<file path="src/rtl/uart_frame_rx_if.sv">
// Bundle between the UART frame receiver and its neighbours.
// Latency: none (wires only).
// Backpressure: none; the consumer must accept every valid strobe.
// Ports:
//   rx        serial line into the receiver, idle high
//   data      last complete 96-bit payload
//   valid     one-cycle strobe when data updates
//   frame_err one-cycle strobe on a framing or trailer error
//   busy      receiver is inside a byte or a partial frame
interface uart_frame_rx_if;
    logic        rx;
    logic [95:0] data;
    logic        valid;
    logic        frame_err;
    logic        busy;

    // master drives the line and consumes the frame; slave is the receiver
    modport master (output rx, input data, input valid, input frame_err, input busy);
    modport slave  (input rx, output data, output valid, output frame_err, output busy);
endinterface

</file>
<file path="src/rtl/uart_frame_rx.sv">
// Deserialises 8N1 bytes and rebuilds a 13-byte frame (12 payload bytes, MSB first, then TRAILER).
// Latency: valid/frame_err one cycle after the deciding stop-bit sample (~2 + BAUD_DIV/2 after that bit's edge).
// Backpressure: none; a serial line cannot be stalled, so the consumer must take each valid strobe.
// Ports:
//   clk_50  system clock
//   rst_n   asynchronous active-low reset
//   fr      uart_frame_rx_if slave: rx in; data, valid, frame_err, busy out
module uart_frame_rx #(
    parameter int         BAUD_DIV = 434,
    parameter logic [7:0] TRAILER  = 8'hF0,
    parameter int         IDLE_TO  = 20
) (
    input  logic          clk_50,
    input  logic          rst_n,
    uart_frame_rx_if.slave fr
);

    localparam int TW     = $clog2(BAUD_DIV);
    localparam int TO_CYC = IDLE_TO * BAUD_DIV;
    localparam int IW     = $clog2(TO_CYC + 1);

    localparam logic [TW-1:0] HALF_M1 = TW'(BAUD_DIV / 2 - 1);
    localparam logic [TW-1:0] FULL_M1 = TW'(BAUD_DIV - 1);
    localparam logic [IW-1:0] TO_LAST = IW'(TO_CYC - 1);

    localparam logic [1:0] S_IDLE  = 2'd0;
    localparam logic [1:0] S_START = 2'd1;
    localparam logic [1:0] S_DATA  = 2'd2;
    localparam logic [1:0] S_STOP  = 2'd3;

    // synchroniser plus one more stage for falling-edge detect
    logic rx_meta;
    logic rxs;
    logic rxs_d;

    logic [1:0]    state;
    logic [TW-1:0] tmr;
    logic [2:0]    bit_idx;
    logic [7:0]    sr;

    logic [95:0]   win;
    logic [3:0]    cnt;
    logic [IW-1:0] idle_cnt;
    logic [95:0]   data_q;
    logic          valid_q;
    logic          err_q;

    logic tmr_exp;
    logic start_det;
    logic byte_ok;
    logic stop_err;
    logic idle_run;
    logic timeout;

    always_ff @(posedge clk_50 or negedge rst_n) begin
        if (!rst_n) begin
            rx_meta <= 1'b1;
            rxs     <= 1'b1;
            rxs_d   <= 1'b1;
        end else begin
            rx_meta <= fr.rx;
            rxs     <= rx_meta;
            rxs_d   <= rxs;
        end
    end

    assign tmr_exp   = (tmr == '0);
    assign start_det = (state == S_IDLE) && rxs_d && !rxs;
    // the byte in sr is final once the engine reaches STOP
    assign byte_ok   = (state == S_STOP) && tmr_exp && rxs;
    assign stop_err  = (state == S_STOP) && tmr_exp && !rxs;

    // ---------------- bit engine ----------------
    always_ff @(posedge clk_50 or negedge rst_n) begin
        if (!rst_n) begin
            state   <= S_IDLE;
            tmr     <= '0;
            bit_idx <= '0;
            sr      <= '0;
        end else begin
            case (state)
                S_IDLE: begin
                    if (start_det) begin
                        state <= S_START;
                        tmr   <= HALF_M1;
                    end
                end
                S_START: begin
                    if (tmr_exp) begin
                        if (!rxs) begin
                            state   <= S_DATA;
                            tmr     <= FULL_M1;
                            bit_idx <= '0;
                        end else begin
                            // line went back high before mid-start: a glitch
                            state <= S_IDLE;
                        end
                    end else begin
                        tmr <= tmr - TW'(1);
                    end
                end
                S_DATA: begin
                    if (tmr_exp) begin
                        sr  <= {rxs, sr[7:1]};
                        tmr <= FULL_M1;
                        if (bit_idx == 3'd7) begin
                            state <= S_STOP;
                        end else begin
                            bit_idx <= bit_idx + 3'd1;
                        end
                    end else begin
                        tmr <= tmr - TW'(1);
                    end
                end
                default: begin
                    // leave mid-stop bit so the next start edge is never missed
                    if (tmr_exp) begin
                        state <= S_IDLE;
                    end else begin
                        tmr <= tmr - TW'(1);
                    end
                end
            endcase
        end
    end

    // ---------------- idle timeout ----------------
    // only runs between bytes of a partial frame; any start edge restarts it
    assign idle_run = (state == S_IDLE) && (cnt != 4'd0) && !start_det;
    assign timeout  = idle_run && (idle_cnt == TO_LAST);

    always_ff @(posedge clk_50 or negedge rst_n) begin
        if (!rst_n) begin
            idle_cnt <= '0;
        end else if (idle_run && !timeout) begin
            idle_cnt <= idle_cnt + IW'(1);
        end else begin
            idle_cnt <= '0;
        end
    end

    // ---------------- frame assembler ----------------
    always_ff @(posedge clk_50 or negedge rst_n) begin
        if (!rst_n) begin
            win     <= '0;
            cnt     <= '0;
            data_q  <= '0;
            valid_q <= 1'b0;
            err_q   <= 1'b0;
        end else begin
            valid_q <= 1'b0;
            err_q   <= 1'b0;
            if (stop_err) begin
                err_q <= 1'b1;
                cnt   <= '0;
            end else if (byte_ok) begin
                if (cnt != 4'd12) begin
                    win <= {win[87:0], sr};
                    cnt <= cnt + 4'd1;
                end else if (sr == TRAILER) begin
                    data_q  <= win;
                    valid_q <= 1'b1;
                    cnt     <= '0;
                end else begin
                    // slide the window by one byte and keep hunting for the trailer
                    err_q <= 1'b1;
                    win   <= {win[87:0], sr};
                end
            end else if (timeout) begin
                cnt <= '0;
            end
        end
    end

    assign fr.data      = data_q;
    assign fr.valid     = valid_q;
    assign fr.frame_err = err_q;
    assign fr.busy      = (state != S_IDLE) || (cnt != 4'd0);

endmodule

</file>
<file path="src/flat_wrapper.sv">
// flat-port wrapper written by rule: the top's interface ports become plain ports
module uart_frame_rx_flat 
#(
    parameter int         BAUD_DIV = 434,
    parameter logic [7:0] TRAILER  = 8'hF0,
    parameter int         IDLE_TO  = 20
)
  (clk_50, rst_n, fr_rx, fr_data, fr_valid, fr_frame_err, fr_busy);
  uart_frame_rx_if fr_i ();
  input  logic clk_50;
  input  logic rst_n;
  input wire logic [$bits(fr_i.rx)-1:0] fr_rx;
  output wire logic [$bits(fr_i.data)-1:0] fr_data;
  output wire logic [$bits(fr_i.valid)-1:0] fr_valid;
  output wire logic [$bits(fr_i.frame_err)-1:0] fr_frame_err;
  output wire logic [$bits(fr_i.busy)-1:0] fr_busy;
  assign fr_i.rx = fr_rx;
  assign fr_data = fr_i.data;
  assign fr_valid = fr_i.valid;
  assign fr_frame_err = fr_i.frame_err;
  assign fr_busy = fr_i.busy;
  uart_frame_rx #(.BAUD_DIV(BAUD_DIV), .TRAILER(TRAILER), .IDLE_TO(IDLE_TO)) u_core (.clk_50(clk_50), .rst_n(rst_n), .fr(fr_i));
endmodule
</file>
<file path="config.mk">
export PLATFORM = sky130hd
export DESIGN_NAME = uart_frame_rx_flat
export DESIGN_NICKNAME = d
export VERILOG_FILES = /design/src/rtl/uart_frame_rx_if.sv /design/src/rtl/uart_frame_rx.sv /design/src/flat_wrapper.sv
export SDC_FILE = /design/constraint.sdc
export NUM_CORES = 1
export LEC_CHECK = 0
export CAP_MARGIN = 0
export CORE_ASPECT_RATIO = 0.5
export CORE_MARGIN = 2
export CORE_UTILIZATION = 25
export DETAILED_ROUTE_END_ITERATION = 6
export PLACE_DENSITY_LB_ADDON = 0.3
export SYNTH_ARGS = -nofsm -noshare
export SYNTH_HDL_FRONTEND = slang
export SYNTH_SLANG_ARGS = --single-unit
</file>
<file path="constraint.sdc">
create_clock -name clk_50 -period 4.2 [get_ports clk_50]
set_clock_uncertainty 0.05 [all_clocks]
set_input_delay 0.42 -clock clk_50 [delete_from_list [all_inputs] [get_ports clk_50]]
set_output_delay 0.42 -clock clk_50 [all_outputs]
set_load 0.05 [all_outputs]
</file>
==> results of run 1 <==
worst max-delay path, stage by stage, from the launching register on:
cell	delay, ns
dfrtp_1	0.40
inv_1	0.07
ha_1	0.20
nor4b_4	0.55
nand4_2	0.30
or2_4	0.59
buf_4	0.38
mux2_4	0.35
placed cells by master, fill, tap and decap left out, types with 10 or more instances in the layout:
cell type        instances
dfrtp_1                234
mux2_2                 171
clkdlybuf4s50_1        100
mux2_4                  29
clkbuf_16               26
nor2_1                  19
o21ai_0                 18
nand2_1                 16
inv_1                   13
a21oi_1                 12
ha_1                    11
clkbuf_8                10
layout make-up:
type,instances,area (um2),area share (%)
Tap cell,520,651,5.34
Clock inverter,6,123,1.01
Sequential cell,237,5930,48.7
Clock buffer,40,803,6.59
Multi-Input combinational cell,370,3510,28.8
Timing Repair Buffer,110,1120,9.22
Inverter,13,48.8,0.400
routing by layer:
layer  global-route usage [%]  up-vias
met5                        0        -
met4                     2.46        0
met3                     1.60       28
met2                     17.6       70
met1                     12.9     2879
li1                         -     2549
final timing paths:
check / start / endpoint / slack, ns / depth (start not counted)
max in group asynchronous: rst_n / u_core.win[29] / 2.58 / 3
setup reg to reg: u_core.tmr[0] / u_core.fr.data[12] / 1.13 / 7
setup / recovery: u_core.tmr[0] / u_core.fr.data[12] / 1.13 / 7
hold reg to reg: u_core.rx_meta / u_core.rxs / 0.32 / 0
hold / removal: fr_rx / u_core.rx_meta / 0.26 / 1
min in group asynchronous: rst_n / u_core.idle_cnt[1] / 0.42 / 2
stage by stage:
| stage | power [W] | worst slack, ns |
|---|---|---|
| global route | 0.00573 | 0.896 |
| detailed placement | 0.00311 | 1.15 |
| floorplan | 0.00292 | 2.04 |
| CTS | 0.00553 | 1.14 |
| global placement | 0.00309 | 1.19 |
| finish | 0.00547 | 1.13 |
timing repair:
action / in CTS / in global routing
setup endpoints to repair: 0 / 0
hold buffers: 1 / 0
hold endpoints to repair: 74 / 0
resized for setup: 0 / 0
registers in the layout, summed over array words and instances (netlist names), 2 cells and up:
signal / flops
u_core.cnt: 4
u_core.fr.data: 96
u_core.win: 96
u_core.state: 2
u_core.sr: 8
u_core.bit_idx: 3
u_core.tmr: 9
u_core.idle_cnt: 14
kinds of logic (layout without fill, tap and decap cells):
| group | count (synthesis) | in the layout | share of synthesized area [%] |
|---|---|---|---|
| flops | 237 | 237 | 61.4 |
| mux | 201 | 201 | 24.5 |
| simple gates | 88 | 88 | 5.18 |
| compound gates | 61 | 61 | 4.26 |
| buf+inv | 46 | 169 | 2.37 |
| fa+ha+maj | 11 | 11 | 1.42 |
| xor+xnor | 9 | 9 | 0.816 |
power groups by stage:
stage / Clock, W / Combinational, W / Sequential [W]
after floorplan: 0 / 0.000475 / 0.00244
after global placement: 0 / 0.000622 / 0.00247
after detailed placement: 0 / 0.000638 / 0.00247
after CTS: 0.00246 / 0.000641 / 0.00243
after global routing: 0.00258 / 0.000708 / 0.00244
final: 0.00240 / 0.000638 / 0.00243
==> impl_results.md, run 1 <==
* Placed Cells at about 1200
* Synth top area cells: dfrtp_1 61%, mux2_2 20%, mux2_4 4.5%
* Top layer in use: met4
* Setup Viol. Count Final at 0
* Routed Antenna Nets at 0
* Die Y-Extent at 143 um
* Met2 routed WL at about 10 mm
* Synth Register Bits at roughly 240
* Combinational share of power at between 10% and 20%
* Share of layout cells above drive strength 1 at roughly 34%
* Drc violations at 0
* Fin Hold WS at ~0.26 ns
* Setup bufs post-CTS at 0
* Final core utilization at roughly a third
* Max VDD drop at 283 uV
* Drt total wl at ~20 mm
* Synth top area share at 60.6%
* Worst endpoint required time at 4.55 ns
* Synth area leader: dfrtp_1
* Status: finished clean
* Clk network pwr share at ~44%
* EDFF count, synth at 0
* Average wire per standard cell at 15.3 um
* Maxcap violations at 0
* Initial antenna violation count at 0
* Syn Nets at roughly 670
* Critical path arrival at approximately 3.4 ns
* Vias in the first global route at approximately 6000
* CP Max Fanout at between 40 and 50
* Unrepaired setup endpoints after global routing: no
* GR Overflow Total at 0
* Drt pass-1 iters at 5
* Area growth, synth to finish at 26.2%
* Mapped Area at 9660 um2
* Tcrit/Tclk final at between 70% and 80%
* Starting density of the core at around a quarter
* Die area at slightly above 40000 um2
* Post-DP HPWL at 13.3 mm
* Switching Power at between 0.001 and 0.0015 W
* Netlist cell types at between 50 and 60
* Core area at about 38000 um2
* Filler instances at ~3700
* Buffers on Ports at just over 100
* Leakage at 5.77 nW
* Sequential fraction of the synthesis area at a little over 60%
* Placed Area at 11300 um2
* Final Wtd Congestion at ~0.72
* Most frequent cells after synthesis: 234 x dfrtp_1, 171 x mux2_2, 29 x mux2_4
* Setup crit end kind: flip-flop
* Sw Share at between 20% and 30%
* Final cell count without fillers at 1296
* Max-slew headroom at approximately 44%
* H-tree levels at 1
* Async SR Flop Fraction at 100%
* Post-Layout Inst Area at between 10000 and 15000 um2
* All-Layer GR Usage at between 10% and 20%
* Fin. max-slew vios at 0
* Die X at 282 um
* Critical path startpoint category: flip-flop
* WL met3 at 504 um
* Initial DRC Count at approximately 220
* Tightest Hold Check Type: primary input to flip-flop
* Clock root buffer: clkbuf_16
* Final hold vios at 0
* Via density at between 4 and 5
* Vias at around 5500
* Count leader, synth: dfrtp_1
* Sequential share of power at 44.4%
* Fmax at roughly 330 MHz
* Synth Area per Inst at 14.8 um2
* Cell count after synthesis at 653
* M1 WL at 8.73 mm
* Critical path class: flip-flop to flip-flop
* Global-route wire length before repair at around 33 mm
* Clock slew seen by the registers of the worst setup and hold paths at roughly 0.06 ns
* Synth warn at 0
* # rows at 50
* IO Pins at between 100 and 150
* Main synth FF type: dfrtp_1
* Setup_tns at 0 ns
* Clock buffer depth at 3
* Final net count at roughly 770
* Cell Pwr Density at approximately 450 nW/um2
* Tightest Pin Transition at around 0.84 ns
* Cell internal pwr at a little over 0.004 W
* Largest net degree at the start of global routing at between 100 and 150
* # clock sinks at 237
* TritonCTS buffer count at 26
* Clk_lat worst skew at roughly 0.52 ns
* Final min period at 3.07 ns
* CTS tree: done
* N_diodes at 0
Note: power is estimated with default switching activity, not from simulation.
==> run 2: changes to the inputs <==
==> constraint.sdc (replaced) <==
create_clock -name clk_50 -period 2.9 [get_ports clk_50]
set_clock_uncertainty 0.05 [all_clocks]
set_input_delay 0.29 -clock clk_50 [delete_from_list [all_inputs] [get_ports clk_50]]
set_output_delay 0.29 -clock clk_50 [all_outputs]
set_load 0.05 [all_outputs]
==> run 2 against run 1 <==
  * First-iteration DRC count down 18%
  * Clock power up 33%
  * Via count about the same
  * Critical path depth down 2
  * Clock-buffer cell count down 1
  * Critical endpoint is now fr_busy
  * Largest cell class unchanged
==> impl_results.md, run 2 (synthesis gave the netlist of run 1 again) <==
* Final min period at roughly 2.7 ns
* CTS tree: done (unchanged)
* All-Layer GR Usage at 9.74% (was 10.0%)
* Die Y-Extent at 143 um (unchanged)
* Largest net degree at the start of global routing at 93 (was 111)
* Leakage at 5.75 nW (was 5.77 nW)
* Tightest Hold Check Type: primary input to flip-flop (unchanged)
* Setup_tns at 0 ns (unchanged)
* Clock slew seen by the registers of the worst setup and hold paths at 0.06 ns (about the same)
* Clk_lat worst skew at 0.51 ns (was 0.52 ns)
* Tcrit/Tclk final at between 90% and 100%
* Most frequent cells in the layout: 234 x dfrtp_1, 171 x mux2_2, 100 x clkdlybuf4s50_1 (unchanged)
* IO Pins at 102 (unchanged)
* Clock root buffer: clkbuf_16 (unchanged)
* PnR worst setup slack at 0.168 ns (was 1.13 ns)
* Initial antenna violation count at 0 (unchanged)
* Initial DRC Count at 183 (was 223)
* Core area at 37700 um2 (unchanged)
* Average wire per standard cell at 15.2 um (was 15.3 um)
* Routed Antenna Nets at 0 (unchanged)
* Critical path class: flip-flop to primary output (was flip-flop to flip-flop)
* Switching Power at 0.00197 W (was 0.00138 W)
* N_diodes at 0 (unchanged)
* Combinational share of power at 12.5% (was 11.7%)
* Setup Viol. Count Final at 0 (unchanged)
* Sw Share at 25.7% (was 25.3%)
* Worst slack at placement at 0.452 ns (was 1.15 ns)
* Vias at 5530 (was 5526)
* Tightest Pin Transition at 0.741 ns (was 0.838 ns)
* Sequential share of power at 46.0% (was 44.4%)
* CP Max Fanout at 5 (was 49)
* # rows at 50 (unchanged)
* Area growth, synth to finish at 25.7% (was 26.2%)
* Vias in the first global route at 5766 (was 5941)
* Fmax at ~370 MHz
* Final core utilization at 32.2% (was 32.3%)
* Drc violations at 0 (unchanged)
* Setup bufs post-CTS at 0 (unchanged)
* H-tree levels at 1 (unchanged)
* Critical path arrival at 2.39 ns (was 3.43 ns)
* Maxcap violations at 0 (unchanged)
* Starting density of the core at 25.6% (unchanged)
* Die X at 282 um (unchanged)
* Final net count at 775 (was 772)
* Most common cell after layout, fill and taps aside: dfrtp_1 (unchanged)
* Global-route wire length before repair at 31.8 mm (was 32.8 mm)
* Post-cts gate resize count at 0 (unchanged)
* Worst endpoint required time at 2.56 ns (was 4.55 ns)
* TritonCTS buffer count at 25 (was 26)
* Drt total wl at 19.7 mm (was 19.9 mm)
* Via density at 4.26 (about the same)
* Final Wtd Congestion at 0.753 (was 0.724)
* Status: finished clean (unchanged)
* Max-slew headroom at 50.6% (was 44.2%)
* Share of layout cells above drive strength 1 at 34.3% (was 34.1%)
* # clock sinks at 237 (unchanged)
* Setup crit end kind: primary output (was flip-flop)
* Max VDD drop at 461 uV (was 283 uV)
* Post-DP HPWL at 13.2 mm (was 13.3 mm)
* Filler instances at 3697 (was 3680)
* Die area at 40300 um2 (unchanged)
* Cell internal pwr at 0.00569 W (was 0.00409 W)
* Clk network pwr share at 41.5% (was 43.9%)
* Unrepaired setup endpoints after global routing: no (unchanged)
* Critical path startpoint category: flip-flop (unchanged)
* Clock buffer depth at 3 (unchanged)
* GR Overflow Total at 0 (unchanged)
* Fin. max-slew vios at 0 (unchanged)
* # hold bufs at CTS at 1 (unchanged)
* Final hold vios at 0 (unchanged)
* Cell Pwr Density at 630 nW/um2 (was 448 nW/um2)
* Drt pass-1 iters at 4 (was 5)
* Buffers on Ports at 101 (unchanged)
==> run 2: cell types whose count changed in the layout (fill, tap and decap cells not counted), sizes merged <==
cell / change
clkinvlp: +1
bufinv: -2
buf: +4
clkbuf: -1
==> run 2: worst max-delay path, stage by stage, from the launching register on <==
cell and delay (ns):
dfrtp_1 0.41, inv_1 0.07, ha_1 0.18, nor3b_1 0.36, nand2_1 0.13, clkdlybuf4s50_1 0.72
==> run 2: metrics by stage <==
| step | instance area, um2 | total power (W) | hold slack, ns | std cells |
|---|---|---|---|---|
| finish | 12100 | 0.00766 | 0.137 | 1298 |
| global route | 12100 | 0.00801 | 0.119 | 1298 |
| CTS | 12100 | 0.00777 | 0.127 | 1298 |
| detailed placement | 11300 | 0.00453 | 0.301 | 1253 |
| global placement | 11300 | 0.00450 | 0.290 | 1253 |
| floorplan | 9660 | 0.00423 | -0.0556 | 653 |
==> run 2: cell type report <==
type | count | area (um2) | share of cell area [%]
inverters | 13 | 48.8 | 0.402
clock inverters | 5 | 56.3 | 0.464
multi-input cells | 370 | 3510 | 28.9
repair buffers | 114 | 1170 | 9.60
well taps | 520 | 651 | 5.36
clock buffers | 39 | 778 | 6.41
flip-flops and latches | 237 | 5930 | 48.9
==> run 2: power groups by stage <==
| stage | logic, W | registers (W) | clock network (W) |
|---|---|---|---|
| after CTS | 0.000957 | 0.00352 | 0.00329 |
| after detailed placement | 0.000950 | 0.00358 | 0 |
| after floorplan | 0.000688 | 0.00354 | 0 |
| after global routing | 0.00106 | 0.00354 | 0.00341 |
| after global placement | 0.000926 | 0.00357 | 0 |
| final | 0.000956 | 0.00352 | 0.00318 |
==> run 2: metal layers <==
layer  share of wire [%]  GRT usage, %  vias up  routed length, um
met1                  44          12.3     2874               8740
met2                  51          17.5       71              10100
li1                    -             -     2556                  -
met5                   0             0        -                  0
met3                 2.4          1.46       29                471
met4                 2.0          2.52        0                391
==> run 2: worst paths after layout <==
check                                      from                 end  slack, ns  depth (start not counted)
worst min register to register   u_core.rx_meta          u_core.rxs       0.32                          0
min in group asynchronous                 rst_n  u_core.idle_cnt[1]       0.29                          2
worst max register to register  u_core.state[1]       u_core.tmr[8]       0.37                          6
worst min-delay path                      fr_rx      u_core.rx_meta       0.14                          1
max in group asynchronous                 rst_n      u_core.win[94]       1.58                          3
worst max-delay path              u_core.cnt[0]             fr_busy       0.17                          5
